File: src/rtl/cpt_updown_mod_pkg.sv
// cpt_updown_mod_pkg: shared direction and mode encodings for the compteur counters.
// Revision 1.0
`default_nettype none

package cpt_updown_mod_pkg;

  localparam logic CPT_UP   = 1'b1;
  localparam logic CPT_DOWN = 1'b0;
  localparam logic CPT_WRAP = 1'b1;
  localparam logic CPT_SAT  = 1'b0;

endpackage

`default_nettype wire

File: src/rtl/cpt_next_val.sv
// cpt_next_val: combinational next-count and terminal detection for cpt_updown_mod.
// Revision 1.0
`default_nettype none

module cpt_next_val
  import cpt_updown_mod_pkg::*;
#(
  parameter int SIZE = 8,
  parameter bit WRAP = 1'b1
) (
  input  logic [SIZE-1:0] out_i,
  input  logic [SIZE-1:0] limit_i,
  input  logic            up_down_i,
  input  logic            load_i,
  input  logic [SIZE-1:0] load_val_i,
  input  logic            activate_i,
  output logic [SIZE-1:0] next_o,
  output logic            term_o
);

  logic w_term;
  logic w_above;

  assign w_term  = (up_down_i == CPT_UP) ? (out_i >= limit_i) : (out_i == '0);
  // A count above a freshly lowered limit is pulled back, not treated as terminal.
  assign w_above = (out_i > limit_i);
  assign term_o  = w_term;

  always_comb begin
    next_o = out_i;
    if (load_i) begin
      next_o = (load_val_i > limit_i) ? limit_i : load_val_i;
    end else if (activate_i) begin
      if (up_down_i == CPT_UP) begin
        if (w_term) begin
          next_o = (WRAP == CPT_WRAP) ? '0 : limit_i;
        end else begin
          next_o = out_i + SIZE'(1);
        end
      end else begin
        if (w_term) begin
          next_o = (WRAP == CPT_WRAP) ? limit_i : '0;
        end else if (w_above) begin
          next_o = limit_i;
        end else begin
          next_o = out_i - SIZE'(1);
        end
      end
    end
  end

endmodule

`default_nettype wire

File: src/rtl/cpt_updown_mod.sv
// cpt_updown_mod: synchronous up/down modulo counter with load, wrap/saturate, tc and sticky ovf.
// Revision 1.0
`default_nettype none

module cpt_updown_mod
  import cpt_updown_mod_pkg::*;
#(
  parameter int SIZE    = 8,
  parameter bit WRAP    = 1'b1,
  parameter int RST_VAL = 0
) (
  input  logic            clk,
  input  logic            reset,
  input  logic            activate_i,
  input  logic            up_down_i,
  input  logic            load_i,
  input  logic [SIZE-1:0] load_val_i,
  input  logic [SIZE-1:0] limit_i,
  input  logic            clr_ovf_i,
  output logic [SIZE-1:0] out_o,
  output logic            tc_o,
  output logic            ovf_o
);

  localparam logic [SIZE-1:0] C_RST_VEC = SIZE'(RST_VAL);

  logic [SIZE-1:0] out_q;
  logic [SIZE-1:0] out_d;
  logic            ovf_q;
  logic            ovf_d;
  logic            w_term;
  logic            w_tc;

  cpt_next_val #(
    .SIZE (SIZE),
    .WRAP (WRAP)
  ) u_next (
    .out_i      (out_q),
    .limit_i    (limit_i),
    .up_down_i  (up_down_i),
    .load_i     (load_i),
    .load_val_i (load_val_i),
    .activate_i (activate_i),
    .next_o     (out_d),
    .term_o     (w_term)
  );

  assign w_tc = activate_i & ~load_i & ~reset & w_term;

  // Setting on tc takes precedence over a simultaneous clear request.
  always_comb begin
    ovf_d = ovf_q;
    if (w_tc) begin
      ovf_d = 1'b1;
    end else if (clr_ovf_i) begin
      ovf_d = 1'b0;
    end
  end

  always_ff @(posedge clk) begin
    if (reset) begin
      out_q <= C_RST_VEC;
      ovf_q <= 1'b0;
    end else begin
      out_q <= out_d;
      ovf_q <= ovf_d;
    end
  end

  assign out_o = out_q;
  assign tc_o  = w_tc;
  assign ovf_o = ovf_q;

endmodule

`default_nettype wire

File: config.mk
export PLATFORM = sky130hd
export DESIGN_NAME = cpt_updown_mod
export DESIGN_NICKNAME = d
export VERILOG_FILES = /design/src/rtl/cpt_updown_mod_pkg.sv /design/src/rtl/cpt_next_val.sv /design/src/rtl/cpt_updown_mod.sv
export SDC_FILE = /design/constraint.sdc
export NUM_CORES = 1
export LEC_CHECK = 0
export ABC_AREA = 1
export BUFFER_PORTS_ARGS = -buffer_cell sky130_fd_sc_hd__buf_2
export CORE_ASPECT_RATIO = 0.75
export CORE_UTILIZATION = 45
export CTS_BUF_LIST = sky130_fd_sc_hd__clkbuf_8 sky130_fd_sc_hd__clkbuf_16
export CTS_CLUSTER_DIAMETER = 80
export DETAILED_ROUTE_END_ITERATION = 12
export PLACE_DENSITY_LB_ADDON = 0.05
export SLEW_MARGIN = 20
export SYNTH_ARGS = -nofsm -noshare
export SYNTH_HDL_FRONTEND = slang
export SYNTH_SLANG_ARGS = --single-unit
export TNS_END_PERCENT = 5
File: constraint.sdc
create_clock -name clk -period 2.05 [get_ports clk]
set_input_delay 0.3075 -clock clk [delete_from_list [all_inputs] [get_ports clk]]
set_output_delay 0.3075 -clock clk [all_outputs]
set_load 0.02 [all_outputs]
* After elaboration in Yosys (flattened, before gate mapping)
Index checks and enable logic that the tools add are counted.
Storage, ports and cells: register bits after elaboration 9, bits in latches 0, RAM bits 0, memory bits (read-only) 0, input port bits 22, output and inout port bits 10, logic and storage cells 25, memories 0
Operators by class: $add $sub $neg 2, $mul 0, div/mod/pow operators 0, magnitude comparators 3, equal/unequal tests 0, shift operators 0, multiplexer cells 10, bitwise logic cells 5, reduce and logical (&&, ||, !) cells 3
Operator list (count):
- two-way mux 8 bit | 7
- > comparator 8 bit | 2
- adder 8 x 1 -> 8 bit, second input constant | 1
- >= comparator 8 bit | 1
- logical NOT 8 bit | 1
- subtractor 8 x 1 -> 8 bit, second input constant | 1
- nonzero test 2 bit | 2
- AND 1 bit | 3
- two-way mux 1 bit | 3
- inverter 1 bit | 2

* Logic depth before layout (Yosys ltp)
depth in word-level cells 6, mapped depth 17, mapped depth without buffers 17

* Cells and area by module
From an unflattened synthesis, not the netlist that was laid out.
Unflattened totals: cells, all modules 262, area total of the unflattened synthesis 1531.5 µm²
By module, submodules not included:
- cpt_next_val | times used 1, cells each 227, area an instance 1234.9 µm²
- cpt_updown_mod | times used 1, cells each 35, area an instance 296.5 µm²

* Worst setup path before layout
No wires, ideal clock.
path type register to output, start point register out_q[0], in the netlist out_o[0], end point output tc_o, arrival 1699 ps, required time 1742 ps, path slack 44 ps, stages on the path, launching flop included 9, path buffers 0, cells stage by stage dfxtp_1 -> inv_1 -> ha_1 -> nand4_4 -> nand3_4 -> nand2_2 -> inv_2 -> nor2_4 -> nor2_1
Between the ends: word-level cells in the longest chain between the ends 3, elaborated cells on any way between the ends 4, classes of those cells 1 x order compare; 1 x mux; 1 x bitwise; 1 x reduce/logical
RTL lines:
- start, declared | RTL line cpt_updown_mod.sv:27 | logic [SIZE-1:0] out_q;
- start signal, assigned | RTL line cpt_updown_mod.sv:65 | out_q <= out_d;
- >= comparator 8 bit / logical NOT 8 bit (equally long branches) | RTL line cpt_next_val.sv:24 | assign w_term = (up_down_i == CPT_UP) ? (out_i >= limit_i) : (out_i == '0);
- two-way mux 1 bit * | RTL line cpt_next_val.sv:24
- AND 1 bit * | RTL line cpt_updown_mod.sv:48 | assign w_tc = activate_i & ~load_i & ~reset & w_term;
- end, declared | RTL line cpt_updown_mod.sv:21 | output logic tc_o,
Every way passes the cells marked *; elsewhere a longest branch is shown, timed or not.

* Worst setup path in the final report
start point register out_q[2], in the netlist out_o[2], end point output tc_o
Same word-level chain as after synthesis.

==> impl_results.md <==
- Outcome: finished clean
- Stages on the worst setup path: 12
- Worst Reg-to-Reg Cells: 15
- Clock transition at the registers of the reported paths: ~0.05 ns
- Endpoints failing setup: 0
- Cell area after placement: between 0.0015 and 0.002 mm2
- Finished Cell Area: 0.00201 mm2
- DRC: 0
- CTS tree: yes
- Synth Register Bits: 9
- Crit path cell chain: ha_1 > nand2_1 > inv_2 > nand2_2 > nand2_1 > nand2_2 > nand3_4 > nand2_4 > inv_2 > nor2_4 > nor2_1 > buf_4
- Placement Rows: 17
- Pre-antenna DRT Iters: 4
- Hold buffer count at cts: 0
- Worst-Margin Slew: 0.296 ns
- Die Span X: just under 70 um
- Critical path peak fanout: 3
- Distinct cells, synth: 35
- Die area: between 0.003 and 0.004 mm2
- Die height: about 53 um
- CTS max path bufs: 2
- PortBufs: 31
- Critical path capture point type: primary output
- Setup Skew: between 0.0007 and 0.0008 ns
- Cell Int Power: between 0.5 and 0.6 mW
- Area of the mapped netlist: around 0.0015 mm2
- Initial Utilization: 49.7%
- Top Ports: 32
- Critical Path Source Type: register
- Worst-Skew Late Latency: 0.23 ns
- Routed len/inst: 12.8 um
- Clock power frac: 19.8%
- Layout cells sized above 1: 34.0%
- Syn-to-layout area delta: 31.2%
- Critical path type: register to primary output
- Syn Area/Cell: 6.13 um2
- Global-route wire length before repair: 6620 um
- Reg2Reg Setup Slack: roughly 0.17 ns
- Hold Fails Final Rpt: 0
- Critical path data required time: 1.74 ns
- Slowest stage delay, CP: 0.32 ns
- Switching Fraction: between 40% and 50%
- RD Place Congestion: 0.829
- # diodes: 0
- Period utilization: 97.9%
- Buffers & Inverters on Critical Path: 3
- Routed wire length: 4340 um
- TritonCTS buffer count: 3
- CTS root buffer: clkbuf_8
- Worst VDD drop: approximately 0.00049 V
- Clock H-tree levels: 1
- Switching Power: roughly 0.46 mW
- Largest net degree at the start of global routing: 14
- Synth area leaders: ha_1 16%, nand2_1 15%, dfxtp_1 12%
- Final total power: 1.04 mW
- Initial DRC Count: 90
- Lkg Pwr: 1.08 nW
- CP top delay family: simple AND/OR/NAND/NOR gates
- Reg power frac: 21.1%
- Layout Nets: between 300 and 400
- DPL Wire Length: roughly 3400 um
- Vias/cell: about 5.1
- Warnings, synthesis: 0
- Post-synthesis sequential area ratio: 11.8%
- Hold Path Class: primary input to register
- CP max-delay cell: dfxtp_2
- Post-route ant nets: 0
- DP Worst Slack: 0.0813 ns
- Top-area cell type share of the netlist area: roughly 16%
- Pwr dens: 518 mW/mm2
- Crit path DAT: about 1.7 ns
- Min cycle time layout: 2.01 ns
- Total Routing Usage GR: 23.3%
- Setup ws final: 0.0423 ns
- CTS sink count: 9
- Fmax: 498 MHz
- Initial antenna violation count: 0
- Synthesized Nets: 291
- Remaining Overflow, GRT: 0
- Post-Syn Instances: 250
- Max Cap Viol: 0
- # fillers: ~310
- Slew Viols, Final: 0
- Core area: 0.00308 mm2
- Vias in the first global route: between 1k and 1.5k
- R2R Path End: out_o[4]
- Max_slew headroom: ~80%
- Gate power share: 59.1%
- Setup crit end: tc_o
- Crit path launch: out_o[2]
- Area of the multi-input gates: 0.00128 mm2
- Via count: 1716
- Yosys top cell by area: ha_1
- Final hold slack: 0.271 ns
- Seq. cell area: 199 um2
- Hold Startpoint: clr_ovf_i
- Crit Reg-Reg Startpoint: out_o[2]
[placed cells by master, fill, tap and decap left out, types with 4 or more instances in the layout]
cell type   n
nand2_1    58
dfxtp_4     4
ha_4        6
inv_2       6
xor2_1      5
a21oi_1    18
nand2_2     6
nor2_1     33
buf_2      30
o21ai_1     7
ha_1       13
buf_4      23
nand3_1    26
nand2_4     4
inv_1      23
o21ai_0     5
[kinds of logic after synthesis]
| logic type | count (synthesis) | synth area share (%) |
|---|---|---|
| adders and majority gates | 19 | 15.5 |
| and+or+nand+nor | 144 | 46.5 |
| buffers and inverters | 37 | 10.8 |
| AOI/OAI and AO/OA | 36 | 12.6 |
| DFF | 9 | 11.8 |
| xor gates and xnor gates | 5 | 2.86 |
[flip-flops by register name, summed over array words and instances, names as in the netlist]
signal and flops:
out_o 8, ovf_o 1
[power by group through the flow]
stage / sequential (mW) / combinational [mW] / clock, mW
detailed placement: 0.215 / 0.558 / 0
CTS: 0.213 / 0.565 / 0.208
global placement: 0.214 / 0.558 / 0
global route: 0.222 / 0.682 / 0.215
floorplan: 0.238 / 0.375 / 0
finish: 0.220 / 0.616 / 0.207
[per-layer routing]
layer	vias up	share of wire [%]	GRT usage (%)
li1	912	-	-
met1	736	50	33.5
met2	66	43	37.9
met3	2	7.4	3.85
met4	0	0.23	2.04
met5	-	0	0
[Yosys cell counts]
cell / instances
o21a_1: 1
nand3_4: 1
inv_4: 2
ha_1: 19
buf_1: 1
nand2_1: 61
o22ai_1: 1
o21bai_1: 1
nor2_2: 3
xor2_1: 5
inv_1: 23
nor4_1: 1
a21oi_2: 1
buf_6: 1
a21oi_1: 19
nand4_4: 1
inv_2: 5
a21o_1: 1
nand4_1: 2
nor3_2: 1
o21ai_0: 6
buf_2: 2
dfxtp_1: 9
o21ai_1: 6
nand2_4: 3
nand3_1: 26
nor3_4: 1
nor2_1: 33
or2_2: 1
nand2_2: 4
nand4_2: 1
nor2_4: 3
nand3_2: 1
or2_1: 1
buf_4: 3
[per-stage QoR]
step / utilization, % / cells / setup TNS, ns
2_1_floorplan: - / 250 / 0
3_3_place_gp: 58.4 / 327 / 0
3_5_place_dp: 58.4 / 327 / 0
4_1_cts: 60.3 / 332 / 0
5_1_grt: 65.2 / 338 / -0.0274
6_report: 65.2 / 338 / 0
[timing repair]
item | CTS | global route
pin swaps | 1 | 5
gates resized for setup | 4 | 21
buffers inserted | 1 | 6
setup endpoints to repair | 1 | 1
endpoints found under the hold margin | 0 | 0
[layout make-up]
cell class,count,area share (%)
Inverter,30,5.85
Tap cell,38,2.36
Clock buffer,3,2.05
Sequential cell,9,9.89
Clock inverter,1,0.187
Multi-Input combinational cell,204,63.6
Timing Repair Buffer,53,16.1
[how the worst min path moves through the flow]
stage	slack, ns	cells past startpoint	end
after global placement	0.47	2	ovf_o
after floorplan	0.37	1	out_o[4]
after global routing	0.28	2	ovf_o
after detailed placement	0.47	2	ovf_o
final	0.27	2	ovf_o
after CTS	0.27	2	ovf_o
Power figures use the tool's default switching activity.
